**src/rtl/dmem_responder_if.sv**
```systemverilog
// Request/response/SRAM bundle between the MEM stage, dmem_responder and the SRAM.
// The master side is the pipeline plus the SRAM read port; the slave side is the responder.
interface dmem_responder_if #(
  parameter int ADDR_W = 12
);
  logic              req_valid;
  logic [1:0]        req_op;
  logic [31:0]       req_addr;
  logic [31:0]       req_wdata;
  logic [3:0]        req_wrstb;
  logic              req_ready;
  logic              stall;
  logic              rsp_valid;
  logic [31:0]       rsp_rdata;
  logic              rsp_err;
  logic              sram_en;
  logic [3:0]        sram_we;
  logic [ADDR_W-1:0] sram_addr;
  logic [31:0]       sram_wdata;
  logic [31:0]       sram_rdata;

  modport master (
    output req_valid, req_op, req_addr, req_wdata, req_wrstb, sram_rdata,
    input  req_ready, stall, rsp_valid, rsp_rdata, rsp_err,
           sram_en, sram_we, sram_addr, sram_wdata
  );

  modport slave (
    input  req_valid, req_op, req_addr, req_wdata, req_wrstb, sram_rdata,
    output req_ready, stall, rsp_valid, rsp_rdata, rsp_err,
           sram_en, sram_we, sram_addr, sram_wdata
  );
endinterface

```
**src/rtl/dmem_responder.sv**
```systemverilog
// Data-memory responder: accepts one LOAD/STORE at a time from the MEM stage,
// waits WAIT_STATES cycles, performs a single SRAM access and returns a
// one-cycle response. Optional macro DMEM_MISALIGN_CHECK_EN short-circuits
// misaligned requests to an error response without touching the SRAM.
module dmem_responder #(
  parameter int ADDR_W      = 12,
  parameter int WAIT_STATES = 1
) (
  input logic              clk,
  input logic              rst_n,
  dmem_responder_if.slave  bus
);
  typedef enum logic [1:0] {IDLE, WAIT, ACCESS, RESP} state_e;

  localparam logic [1:0] OP_LOAD  = 2'b01;
  localparam logic [1:0] OP_STORE = 2'b10;
  localparam logic [3:0] WS       = WAIT_STATES[3:0];

  state_e            state_q, state_d;
  logic [3:0]        cnt_q, cnt_d;
  logic              is_store_q, is_store_d;
  logic [ADDR_W-1:0] waddr_q, waddr_d;
  logic [31:0]       wdata_q, wdata_d;
  logic [3:0]        wrstb_q, wrstb_d;
  logic              sram_en_q, sram_en_d;
  logic [3:0]        sram_we_q, sram_we_d;
  logic [ADDR_W-1:0] sram_addr_q, sram_addr_d;
  logic [31:0]       sram_wdata_q, sram_wdata_d;
  logic              rsp_valid_q, rsp_valid_d;
  logic              rsp_err_q, rsp_err_d;
  logic [31:0]       rdata_q, rdata_d;
  logic              req_is_mem, accept, misalign;
  logic              unused_addr_bits;

  // Upper address bits wrap; the byte offset only matters to the misalign check.
  assign unused_addr_bits = ^{bus.req_addr[31:ADDR_W+2], bus.req_addr[1:0]};

  // Request qualification and misalignment decode on the live request.
  always_comb begin
    req_is_mem = bus.req_valid && (bus.req_op == OP_LOAD || bus.req_op == OP_STORE);
    accept     = (state_q == IDLE) && req_is_mem;
`ifdef DMEM_MISALIGN_CHECK_EN
    misalign = ((bus.req_wrstb == 4'b1111) && (bus.req_addr[1:0] != 2'b00)) ||
               (((bus.req_wrstb == 4'b0011) || (bus.req_wrstb == 4'b1100)) && bus.req_addr[0]);
`else
    misalign = 1'b0;
`endif
  end

  // Next-state, latched request and registered-output computation.
  always_comb begin
    state_d      = state_q;
    cnt_d        = cnt_q;
    is_store_d   = is_store_q;
    waddr_d      = waddr_q;
    wdata_d      = wdata_q;
    wrstb_d      = wrstb_q;
    rdata_d      = rdata_q;
    rsp_err_d    = 1'b0;
    sram_en_d    = 1'b0;
    sram_we_d    = 4'b0000;
    sram_addr_d  = '0;
    sram_wdata_d = '0;
    case (state_q)
      IDLE: begin
        if (accept) begin
          is_store_d = (bus.req_op == OP_STORE);
          waddr_d    = bus.req_addr[ADDR_W+1:2];
          wdata_d    = bus.req_wdata;
          wrstb_d    = bus.req_wrstb;
          if (misalign) begin
            state_d   = RESP;
            rsp_err_d = 1'b1;
          end else if (WAIT_STATES == 0) begin
            state_d = ACCESS;
          end else begin
            state_d = WAIT;
            cnt_d   = WS;
          end
        end
      end
      WAIT: begin
        cnt_d = cnt_q - 4'd1;
        if (cnt_q <= 4'd1) state_d = ACCESS;
      end
      ACCESS: state_d = RESP;
      RESP: begin
        if (!is_store_q && !rsp_err_q) rdata_d = bus.sram_rdata;
        state_d = IDLE;
      end
      default: state_d = IDLE;
    endcase
    // ACCESS lasts one cycle, so state_d==ACCESS only on entry; use _d so a
    // zero-wait accept drives the freshly latched fields.
    if (state_d == ACCESS) begin
      sram_en_d    = 1'b1;
      sram_we_d    = is_store_d ? wrstb_d : 4'b0000;
      sram_addr_d  = waddr_d;
      sram_wdata_d = wdata_d;
    end
    rsp_valid_d = (state_d == RESP);
  end

  // All state and registered outputs.
  always_ff @(posedge clk or negedge rst_n) begin
    if (!rst_n) begin
      state_q      <= IDLE;
      cnt_q        <= '0;
      is_store_q   <= 1'b0;
      waddr_q      <= '0;
      wdata_q      <= '0;
      wrstb_q      <= '0;
      rdata_q      <= '0;
      rsp_valid_q  <= 1'b0;
      rsp_err_q    <= 1'b0;
      sram_en_q    <= 1'b0;
      sram_we_q    <= '0;
      sram_addr_q  <= '0;
      sram_wdata_q <= '0;
    end else begin
      state_q      <= state_d;
      cnt_q        <= cnt_d;
      is_store_q   <= is_store_d;
      waddr_q      <= waddr_d;
      wdata_q      <= wdata_d;
      wrstb_q      <= wrstb_d;
      rdata_q      <= rdata_d;
      rsp_valid_q  <= rsp_valid_d;
      rsp_err_q    <= rsp_err_d;
      sram_en_q    <= sram_en_d;
      sram_we_q    <= sram_we_d;
      sram_addr_q  <= sram_addr_d;
      sram_wdata_q <= sram_wdata_d;
    end
  end

  // SRAM read data lands in the RESP cycle, so a load response forwards it
  // directly and the held copy takes over from the next cycle on.
  assign bus.rsp_rdata  = (state_q == RESP && !is_store_q && !rsp_err_q) ? bus.sram_rdata : rdata_q;
  assign bus.req_ready  = (state_q == IDLE);
  assign bus.stall      = req_is_mem && !rsp_valid_q;
  assign bus.rsp_valid  = rsp_valid_q;
  assign bus.rsp_err    = rsp_err_q;
  assign bus.sram_en    = sram_en_q;
  assign bus.sram_we    = sram_we_q;
  assign bus.sram_addr  = sram_addr_q;
  assign bus.sram_wdata = sram_wdata_q;
endmodule

```
**src/flat_wrapper.sv**
```systemverilog
// flat-port wrapper written by rule: the top's interface ports become plain ports
module dmem_responder_flat 
#(
  parameter int ADDR_W      = 12,
  parameter int WAIT_STATES = 1
)
  (clk, rst_n, bus_req_valid, bus_req_op, bus_req_addr, bus_req_wdata, bus_req_wrstb, bus_sram_rdata, bus_req_ready, bus_stall, bus_rsp_valid, bus_rsp_rdata, bus_rsp_err, bus_sram_en, bus_sram_we, bus_sram_addr, bus_sram_wdata);
  dmem_responder_if #(.ADDR_W(ADDR_W)) bus_i ();
  input logic clk;
  input logic rst_n;
  input wire logic [$bits(bus_i.req_valid)-1:0] bus_req_valid;
  input wire logic [$bits(bus_i.req_op)-1:0] bus_req_op;
  input wire logic [$bits(bus_i.req_addr)-1:0] bus_req_addr;
  input wire logic [$bits(bus_i.req_wdata)-1:0] bus_req_wdata;
  input wire logic [$bits(bus_i.req_wrstb)-1:0] bus_req_wrstb;
  input wire logic [$bits(bus_i.sram_rdata)-1:0] bus_sram_rdata;
  output wire logic [$bits(bus_i.req_ready)-1:0] bus_req_ready;
  output wire logic [$bits(bus_i.stall)-1:0] bus_stall;
  output wire logic [$bits(bus_i.rsp_valid)-1:0] bus_rsp_valid;
  output wire logic [$bits(bus_i.rsp_rdata)-1:0] bus_rsp_rdata;
  output wire logic [$bits(bus_i.rsp_err)-1:0] bus_rsp_err;
  output wire logic [$bits(bus_i.sram_en)-1:0] bus_sram_en;
  output wire logic [$bits(bus_i.sram_we)-1:0] bus_sram_we;
  output wire logic [$bits(bus_i.sram_addr)-1:0] bus_sram_addr;
  output wire logic [$bits(bus_i.sram_wdata)-1:0] bus_sram_wdata;
  assign bus_i.req_valid = bus_req_valid;
  assign bus_i.req_op = bus_req_op;
  assign bus_i.req_addr = bus_req_addr;
  assign bus_i.req_wdata = bus_req_wdata;
  assign bus_i.req_wrstb = bus_req_wrstb;
  assign bus_i.sram_rdata = bus_sram_rdata;
  assign bus_req_ready = bus_i.req_ready;
  assign bus_stall = bus_i.stall;
  assign bus_rsp_valid = bus_i.rsp_valid;
  assign bus_rsp_rdata = bus_i.rsp_rdata;
  assign bus_rsp_err = bus_i.rsp_err;
  assign bus_sram_en = bus_i.sram_en;
  assign bus_sram_we = bus_i.sram_we;
  assign bus_sram_addr = bus_i.sram_addr;
  assign bus_sram_wdata = bus_i.sram_wdata;
  dmem_responder #(.ADDR_W(ADDR_W), .WAIT_STATES(WAIT_STATES)) u_core (.clk(clk), .rst_n(rst_n), .bus(bus_i));
endmodule
```
**config.mk**
```make
export PLATFORM = sky130hd
export DESIGN_NAME = dmem_responder_flat
export DESIGN_NICKNAME = d
export VERILOG_FILES = /design/src/rtl/dmem_responder_if.sv /design/src/rtl/dmem_responder.sv /design/src/flat_wrapper.sv
export SDC_FILE = /design/constraint.sdc
export NUM_CORES = 1
export LEC_CHECK = 0
export CAP_MARGIN = 15
export CORE_MARGIN = 1
export CORE_UTILIZATION = 44
export CTS_BUF_LIST = sky130_fd_sc_hd__clkbuf_8 sky130_fd_sc_hd__clkbuf_16
export DETAILED_ROUTE_END_ITERATION = 10
export PLACE_DENSITY = 0.8
export SKIP_LAST_GASP = 1
export SLEW_MARGIN = 20
export SYNTH_ARGS = -nofsm -noshare
export SYNTH_HDL_FRONTEND = slang
export SYNTH_SLANG_ARGS = --single-unit
```
**constraint.sdc**
```tcl
create_clock -name clk -period 2.4 [get_ports clk]
set_input_delay 0.36 -clock clk [delete_from_list [all_inputs] [get_ports clk]]
set_output_delay 0.36 -clock clk [all_outputs]
set_load 0.02 [all_outputs]
```
* Yosys cells after proc, flatten, opt, wreduce, memory -nomap -nowiden *
Index checks and enable logic that the tools add are counted.

word-level totals
  bits in registers = 137
  logic and storage cells = 52
  output and inout port bits = 85
  input bits = 105

operators by class
  add/subtract/negate cells = 1
  eq/ne operators = 8
  reduce and logical (&&, ||, !) cells = 11
  mux-type cells = 19
  $lt $le $gt $ge = 1

operator list
  operator                                                               number
  32-bit 2-to-1 mux                                                      4
  12-bit 2-to-1 mux                                                      3
  4-bit 2-to-1 mux                                                       5
  2-bit == test, second input constant                                   5
  2-bit one-hot mux with 4 select lines                                  1
  4-bit one-hot mux with 2 select lines                                  1
  2-bit by 1-bit == test with 1-bit output, second input constant        2
  4-bit by 1-bit <= comparator with 1-bit output, second input constant  1
  1-bit logical AND                                                      4
  2-bit 2-to-1 mux                                                       2
  2-bit AND reduction                                                    2
  4-bit by 1-bit subtractor with 4-bit output, second input constant     1
  1-bit 2-to-1 mux                                                       3
  1-bit logical NOT                                                      2
  2-bit logical NOT                                                      1
  2-bit by 1-bit != test with 1-bit output, second input constant        1
  2-bit nonzero test                                                     1
  1-bit logical OR                                                       1

* Logic depth before layout (Yosys ltp) *
Gate-level depths: netlist (run 1).

  depth in word-level cells = 8
  gate-level depth with buffers = 8
  mapped depth without buffers = 5

* Worst setup path after synthesis (run 1) *
OpenSTA, ideal clock, no wires.

  path type = in2reg
  from = in bus_req_op[0]
  to = reg u_core.sram_wdata_q[15], in the netlist u_core.bus.sram_wdata[15]
  arrival time = 1.910 ns
  buffers on the path = 2
  path slack = 0.358 ns
  stages on the path = 7
  data required time = 2.268 ns
  setup time = 0.132 ns
  cells stage by stage = inv_1 > ha_1 > or4b_4 > buf_6 > buf_6 > mux2_4 > nor2b_1

between the ends
  elaborated cells on any way between the ends = 11

RTL lines
  item                                                                              RTL line               RTL
  from (decl)                                                                       flat_wrapper.sv:12     input wire logic [$bits(bus_i.req_op)-1:0] bus_req_op;
  2-bit by 1-bit == test with 1-bit output / 2-bit == test (equally long branches)  dmem_responder.sv:40   req_is_mem = bus.req_valid && (bus.req_op == OP_LOAD || bus.req_op == OP_STORE);
  1-bit logical OR (*)                                                              dmem_responder.sv:40
  1-bit logical AND (*)                                                             dmem_responder.sv:40
  1-bit logical AND (*)                                                             dmem_responder.sv:41   accept = (state_q == IDLE) && req_is_mem;
  32-bit 2-to-1 mux (*)                                                             dmem_responder.sv:66   if (accept) begin
  32-bit 2-to-1 mux (*)                                                             dmem_responder.sv:64   case (state_q)
  via u_core.wdata_d[15]                                                            dmem_responder.sv:23   logic [31:0] wdata_q, wdata_d;
  32-bit 2-to-1 mux (*)                                                             dmem_responder.sv:95   if (state_d == ACCESS) begin
  via u_core.sram_wdata_d[15]                                                       dmem_responder.sv:28   logic [31:0] sram_wdata_q, sram_wdata_d;
  to (signal assigned)                                                              dmem_responder.sv:133  sram_wdata_q <= sram_wdata_d;
  to (decl)                                                                         dmem_responder.sv:28

Mark *: on every way through the listed nets, which the timed path passes. The rest lies on a longest branch.
A chain may end at the register's enable or synchronous reset.

* Worst setup path in the final report (run 1) *
  from = reg u_core.state_q[1]
  to = out bus_rsp_rdata[8]

between the ends
  cells in the longest elaborated chain, start to end = 3

ends and longest elaborated chain
  item                    RTL line               RTL
  from (decl)             dmem_responder.sv:19   state_e state_q, state_d;
  from (signal assigned)  dmem_responder.sv:121  state_q <= state_d;
  2-bit == test           dmem_responder.sv:139  assign bus.rsp_rdata = (state_q == RESP && !is_store_q && !rsp_err_q) ? bus.sram_rdata : rdata_q;
  1-bit logical AND       dmem_responder.sv:139
  32-bit 2-to-1 mux       dmem_responder.sv:139
  to (decl)               flat_wrapper.sv:20     output wire logic [$bits(bus_i.rsp_rdata)-1:0] bus_rsp_rdata;

Every way passes these cells.

==> out/metrics.yaml, run 1 <==
grt_pass1_wl_um: 16200
die_h_um: 109
worstHoldStart: "u_core.wrstb_q[1]"
rrSetupSlack_ns: 0.24
startpoint_type: "flip-flop"
antenna_cells: 0
rows: 38
max_slew_margin: 0.629
dp_hpwl_um: 7330
syn-cell-area_mm2: 0.00504
clk_pin_slew_ns: 0.05
cts_tree: "yes"
peakVddDrop_v: 0.000739
grt_usage: 0.186
final_common_cell: "dfrtp_1"
clock.fmax_ghz: 0.426
min_to: "u_core.wrstb_q[1]"
route.final.wire_length_um: 10500
syn_avg_cell_area_um2: 15.2
path_max_fanout: 32
drc: 0
worst_slew_pin_slew_ns: 0.557
synth_seq_cells: 137
place_inst: 635
finalNetCount: 623
crit_chain: "nand3b_1 > buf_12 > mux2_2 > dlygate4sd2_1"
r2r-end: "u_core.bus.sram_addr[8]"
ys.flop_type: "dfrtp_1"
wire_per_inst_um: 15.7
floorplan.initialDensity: 0.459
cts_buffers: 17
htreeDepth: 4
drt-pass1-iter-count: 4
cp-end-kind: "output port"
min_period_ns: 2.35
crit_arrival_ns: 1.99
path_delay_family: "buffers and inverters"
synth_cell_types: 29
outcome: "finished, final reports clean"
post_cts_buffers: 0
cp.depth: 4
fin_ws_ns: 0.0526
grt_max_degree: 62
place_congestion: 0.731
vias: 3181
clk_latency_ns: 0.42
ys_seq_area_frac: 0.680
cts-root-buf: "clkbuf_16"
fillers: 818
regToRegStartpoint: "u_core.state_q[1]"
cts.sinks: 137
critPathBufInv: 2
stdcell_count: 668
r2r_cells: 4
antenna_found_initial: 0
pre_cts_ws_ns: -0.0903
drtIter0Drc: 87
synth_nets: 439
slew_violations: 0
syn_to_final_growth_pct: 48.3
grt_pass1_vias: 3426
drtAntennaViolNets: 0
cp_slowest_cell: "dfrtp_1"
drive_above_1_share: 0.229
die_area_mm2: 0.0119
p_leak_nw: 3.41
netlist_instances: 331
tns_ns: 0
mostFrequentLayoutCells: "136 x dfrtp_1, 134 x clkdlybuf4s50_1, 60 x mux2_2"
grt_overflow: 0
numPortBuffers: 168
hold_viol: 0
period_share: 0.978
async_reset_ff_frac: 1.00
setup.worst_path.class: "reg2out"
worst_clock_skew_ns: 0.00472
maxCapViolations: 0
hp-class: "reg2reg"
p_per_area_mw_per_mm2: 1270
min_path_cells: 2
die_w_um: 109
synth_edf_count: 0
fin_util: 0.681
cts_max_path_buffers: 2
io_pins: 190
report.final.setup_viol: 0
max_stage_delay_ns: 0.45
worst-endpoint-required_ns: 2.04
coreArea_mm2: 0.0110
via_per_inst: 4.76
ys_warn_count: 0
rsz0062_at_grt: "yes"
[what timing repair did]
| action | 4_1_cts | 5_1_grt |
|---|---|---|
| resized for setup | 33 | 1 |
| hold buffers | 1 | 0 |
| setup endpoints to repair | 33 | 25 |
| endpoints found under the hold margin | 59 | 0 |
[cells by family after synthesis]
kind of cell / synth area share
DFF: 0.680
and+or+nand+nor: 0.0958
muxes: 0.184
buffers and inverters: 0.0231
AOI/OAI and AO/OA: 0.00794
adders and majority gates: 0.00744
other: 0.000744
xor gates and xnor gates: 0.00174
[worst min-delay path: cells and delay by family (launching register included)]
kind | cells | cell delay (ns)
AND/OR/NAND/NOR | 2 | 0.10
flip-flops | 1 | 0.34
[stage by stage]
step / hold slack [ns] / power [mW] / area, um2
2_1_floorplan: 0.0644 / 5.71 / 5040
3_3_place_gp: 0.364 / 7.20 / 6950
3_5_place_dp: 0.373 / 7.35 / 6950
4_1_cts: 0.477 / 9.60 / 7480
5_1_grt: 0.496 / 10.0 / 7480
6_report: 0.475 / 9.49 / 7480
[cells in the mapped netlist, drive strengths merged, types with 2 or more instances]
| cell type | instances | share of area |
|---|---|---|
| inv | 5 | 0.0037 |
| nand2b | 2 | 0.0025 |
| clkbuf | 7 | 0.0052 |
| dfrtp | 137 | 0.68 |
| nor2b | 44 | 0.055 |
| nor2 | 3 | 0.0022 |
| mux2 | 76 | 0.18 |
| nand3b | 2 | 0.0030 |
| buf | 9 | 0.014 |
| a21oi | 4 | 0.0040 |
| nand3 | 10 | 0.0099 |
| nand2 | 17 | 0.013 |
| ha | 3 | 0.0074 |
[report_power, final]
group / switching, mW / total [mW] / internal (mW)
Combinational: 1.74 / 3.51 / 1.78
Clock: 0.893 / 2.45 / 1.55
Sequential: 0.285 / 3.53 / 3.24
[layout make-up]
type | count | area, um2 | area share
Multi-Input combinational cell | 173 | 1500 | 0.201
Sequential cell | 137 | 3430 | 0.458
Clock buffer | 19 | 453 | 0.0605
Clock inverter | 13 | 113 | 0.0151
Tap cell | 140 | 175 | 0.0234
Inverter | 5 | 18.8 | 0.00251
Timing Repair Buffer | 181 | 1790 | 0.240
[state kept, by name, summed over array words and instances, names as in the netlist]
register               count
u_core.bus.sram_we         4
u_core.bus.sram_en         1
u_core.is_store_q          1
u_core.bus.sram_addr      12
u_core.state_q             2
u_core.wdata_q            32
u_core.waddr_q            12
u_core.bus.sram_wdata     32
u_core.wrstb_q             4
u_core.rdata_q            32
u_core.bus.rsp_valid       1
u_core.cnt_q               4
[metal layers]
layer / global-route usage / part of all wire
met5: 0 / 0
met4: 0.0907 / 0.019
met3: 0.0586 / 0.066
met2: 0.320 / 0.51
met1: 0.207 / 0.40
[worst max-delay path by stage]
stage | startpoint | endpoint | slack, ns
2_1_floorplan | bus_req_op[0] | u_core.bus.sram_wdata[15] | 0.36
3_3_place_gp | bus_req_op[0] | u_core.bus.sram_wdata[25] | -0.08
3_5_place_dp | bus_req_op[0] | u_core.bus.sram_wdata[18] | -0.09
4_1_cts | u_core.state_q[1] | bus_rsp_rdata[29] | 0.03
5_1_grt | u_core.state_q[1] | bus_rsp_rdata[29] | -0.007
6_report | u_core.state_q[1] | bus_rsp_rdata[8] | 0.05
Power figures use the tool's default switching activity.
==> inputs of run 2 (changes only) <==
--- a/config.mk
+++ b/config.mk
@@ -11,6 +11,7 @@
 export CTS_BUF_LIST = sky130_fd_sc_hd__clkbuf_8 sky130_fd_sc_hd__clkbuf_16
 export DETAILED_ROUTE_END_ITERATION = 10
 export PLACE_DENSITY = 0.8
+export SKIP_CTS_REPAIR_TIMING = 1
 export SKIP_LAST_GASP = 1
 export SLEW_MARGIN = 20
 export SYNTH_ARGS = -nofsm -noshare
==> out/metrics.yaml, run 2 (synthesis gave the netlist of run 1 again) <==
outcome: "finished, final reports clean"
hold_viol: 0
via_per_inst: 4.76
slew_violations: 0
die_w_um: 109
final_common_cell: "dfrtp_1"
startpoint_type: "flip-flop"
finalNetCount: 623
io_pins: 190
use_met2: 0.320
coreArea_mm2: 0.0110
route.final.wire_length_um: 10600
grt_usage: 0.186
grt_use_met3: 0.0586
cp-end-kind: "output port"
busiest_layer: "met2"
mostFrequentLayoutCells: "136 x dfrtp_1, 134 x clkdlybuf4s50_1, 60 x mux2_2"
drtAntennaViolNets: 0
numPortBuffers: 168
cts.sinks: 137
peakVddDrop_v: 0.000746
clk_pin_slew_ns: 0.05
worst_hold_slack_ns: 0.475
cts-root-buf: "clkbuf_16"
die_area_mm2: 0.0119
antenna_cells: 0
cts_max_path_buffers: 2
die_h_um: 109
p_leak_nw: 3.67
rows: 38
p_per_area_mw_per_mm2: 1270
drt-pass1-iter-count: 4
worst-endpoint-required_ns: 2.04
grt_pass1_wl_um: 16300
clk_latency_ns: 0.42
syn_to_final_growth_pct: 50.8
grt_pass1_vias: 3434
path_max_fanout: 32
antenna_found_initial: 0
maxCapViolations: 0
crit_arrival_ns: 1.88
worst_clock_skew_ns: 0.00486
period_share: 0.933
vias: 3183
rsz0062_at_grt: "no"
wire_per_inst_um: 15.9
drive_above_1_share: 0.229
htreeDepth: 4
grt_max_degree: 62
drtIter0Drc: 113
min_period_ns: 2.24
cts_buffers: 17
grt_overflow: 0
setup.worst_path.class: "reg2out"
report.final.setup_viol: 0
gr-usage-met1: 0.208
worst_slew_pin_slew_ns: 0.554
drc: 0
p_total_mw: 9.66
floorplan.initialDensity: 0.459
hp-class: "reg2reg"
place_congestion: 0.731
dp_hpwl_um: 7330
max_slew_margin: 0.631
clock.fmax_ghz: 0.447
cts_tree: "yes"
run 2: cell types whose count changed in the layout (fill, tap and decap cells not counted):
cell and change:
dlygate4sd2_1 -33, dlymetal6s2s_1 +33
run 2: final timing paths:
| check | start | endpoint | slack [ns] | cells past startpoint |
|---|---|---|---|---|
| worst max-delay path | u_core.state_q[1] | bus_rsp_rdata[8] | 0.16 | 4 |
| min in group asynchronous | rst_n | u_core.wdata_q[8] | 0.49 | 2 |
| worst min register to register | u_core.wrstb_q[1] | u_core.wrstb_q[1] | 0.47 | 2 |
| max in group asynchronous | rst_n | u_core.bus.sram_addr[4] | 1.15 | 3 |
| worst min-delay path | u_core.wrstb_q[1] | u_core.wrstb_q[1] | 0.47 | 2 |
| worst max register to register | u_core.state_q[1] | u_core.bus.sram_addr[8] | 0.24 | 4 |
run 2: layout make-up:
| class | instances | area, um2 |
|---|---|---|
| flip-flops and latches | 137 | 3430 |
| fillers | 777 | 3380 |
| repair buffers | 181 | 1920 |
| multi-input cells | 173 | 1500 |
| clock buffers | 19 | 453 |
| well taps | 140 | 175 |
| clock inverters | 13 | 113 |
| inverters | 5 | 18.8 |
run 2: critical path: stages, from the launching register on:
cell	delay, ns
dfrtp_1	0.45
nand3b_1	0.18
buf_12	0.22
mux2_2	0.38
dlymetal6s2s_1	0.22
run 2: layer usage:
metal,vias up,part of all wire
li1,1472,-
met1,1592,0.40
met2,103,0.52
met3,16,0.064
met4,0,0.020
met5,-,0
run 2: through the flow:
step / instance area [um2] / TNS, ns / utilization / instances / setup WS [ns]
2_1_floorplan: 5040 / 0 / - / 331 / 0.358
5_1_grt: 7600 / 0 / 0.692 / 668 / 0.0978
3_5_place_dp: 6950 / -2.29 / 0.632 / 635 / -0.0903
4_1_cts: 7510 / -5.44 / 0.684 / 667 / -0.187
6_report: 7600 / 0 / 0.692 / 668 / 0.161
3_3_place_gp: 6950 / -2.05 / 0.632 / 635 / -0.0754
run 2: power by group:
part           leakage, nW  switching, mW  internal [mW]
sequential            1.72          0.286           3.24
clock                0.297          0.888           1.55
combinational         1.66           1.75           1.94
==> inputs of run 3 (changes only) <==
==> constraint.sdc (replaced) <==
create_clock -name clk -period 2.4 [get_ports clk]
set_input_delay 0.36 -clock clk [delete_from_list [all_inputs] [get_ports clk]]
set_output_delay 0.36 -clock clk [all_outputs]
set_load 0.005 [all_outputs]
==> out/metrics.yaml, run 3 (synthesis gave the netlist of run 1 again) <==
outcome: "finished, violations left"
violations: "negative setup slack"
cts_tree: "yes"
drtIter0Drc: 115
cts_buffers: 17
report.final.setup_viol: 3
floorplan.initialDensity: 0.459
startpoint_type: "flip-flop"
tns_ns: -0.0102
worst_clock_skew_ns: 0.00748
p_leak_nw: 3.64
antenna_found_initial: 0
setup.worst_path.class: "reg2out"
clock.fmax_ghz: 0.416
syn_to_final_growth_pct: 52.6
path_max_fanout: 8
grt_max_degree: 59
worst-endpoint-required_ns: 2.04
via_per_inst: 4.75
drive_above_1_share: 0.245
cp-end-kind: "output port"
met3_length_um: 742
slew_violations: 0
place_congestion: 0.705
vias: 3200
period_share: 1.00
antenna_cells: 0
wl_met2_um: 5730
regToRegStartpoint: "u_core.cnt_q[0]"
clk_latency_ns: 0.41
wire_per_inst_um: 16.4
clk_pin_slew_ns: 0.05
hp-class: "in2async"
cts.sinks: 137
fin_ws_ns: -0.00608
drtAntennaViolNets: 0
rrSetupSlack_ns: 0.39
grt_pass1_wl_um: 16300
rows: 38
drt-pass1-iter-count: 4
hold_viol: 0
mostFrequentLayoutCells: "143 x clkdlybuf4s50_1, 134 x dfrtp_1, 60 x mux2_2"
final_common_cell: "clkdlybuf4s50_1"
r2r_cells: 6
finalNetCount: 629
peakVddDrop_v: 0.000763
cts_max_path_buffers: 2
fin_util: 0.701
die_area_mm2: 0.0119
route.final.wire_length_um: 11100
die_h_um: 109
coreArea_mm2: 0.0110
dp_hpwl_um: 7240
maxCapViolations: 0
die_w_um: 109
grt_overflow: 0
grt_usage: 0.186
top_layer: "met4"
io_pins: 190
htreeDepth: 4
numPortBuffers: 168
crit_arrival_ns: 2.05
cts-root-buf: "clkbuf_16"
p_per_area_mw_per_mm2: 1210
grt_pass1_vias: 3346
rsz0062_at_grt: "yes"
r2r-end: "u_core.bus.sram_wdata[8]"
min_period_ns: 2.41
drt-met1-wl_um: 4430
crit_end: "bus_rsp_rdata[16]"
drc: 0
startpoint: "u_core.state_q[1]"
pre_cts_ws_ns: -0.120
==> run 3: changes by cell type in the layout (fill, tap and decap cells not counted), sizes merged <==
cell	previous run	this run
inv	9	7
clkdlybuf4s50	134	143
buf	13	17
dlymetal6s2s	33	24
clkinv	6	4
clkbuf	19	25
==> run 3: worst min-delay path by stage <==
stage | depth (start not counted) | start | end
2_1_floorplan | 0 | rst_n | u_core.bus.rsp_valid
3_3_place_gp | 1 | rst_n | u_core.bus.sram_wdata[7]
3_5_place_dp | 1 | rst_n | u_core.wdata_q[8]
4_1_cts | 1 | rst_n | u_core.bus.sram_wdata[8]
5_1_grt | 2 | rst_n | u_core.bus.sram_wdata[8]
6_report | 2 | rst_n | u_core.bus.sram_wdata[8]
==> run 3: metal layers <==
layer,vias up,global-route usage
met5,-,0
met4,0,0.0907
met3,13,0.0586
met2,106,0.312
met1,1602,0.216
li1,1479,-
==> run 3: final cells by class <==
| type | count | area [um2] |
|---|---|---|
| clock buffer | 23 | 508 |
| clock inverter | 9 | 95.1 |
| tap | 140 | 175 |
| fill | 787 | 3290 |
| timing repair buffer | 187 | 1970 |
| sequential | 137 | 3430 |
| multi-input combinational | 173 | 1500 |
| inverter | 5 | 18.8 |
==> run 3: report_power, final <==
part,total [mW],switching (mW),internal [mW]
Combinational,3.16,1.16,1.99
Sequential,3.53,0.289,3.24
Clock,2.59,0.910,1.68
Total,9.28,2.36,6.92
==> run 3: worst max-delay path, cell delays in order (launching register included) <==
cell             delay [ns]
dfrtp_2                0.42
nand3b_1               0.12
buf_6                  0.15
buf_6                  0.15
mux2_2                 0.35
clkdlybuf4s50_1        0.45
==> run 3: stage by stage <==
step / cell area, um2 / power (mW) / cells / hold slack [ns]
final: 7700 / 9.28 / 674 / 0.442
after global routing: 7700 / 9.80 / 674 / 0.469
after CTS: 7510 / 9.32 / 664 / -0.136
after detailed placement: 6910 / 6.68 / 632 / 0.311
after global placement: 6910 / 6.53 / 632 / 0.306
after floorplan: 5040 / 5.07 / 331 / 0.0644
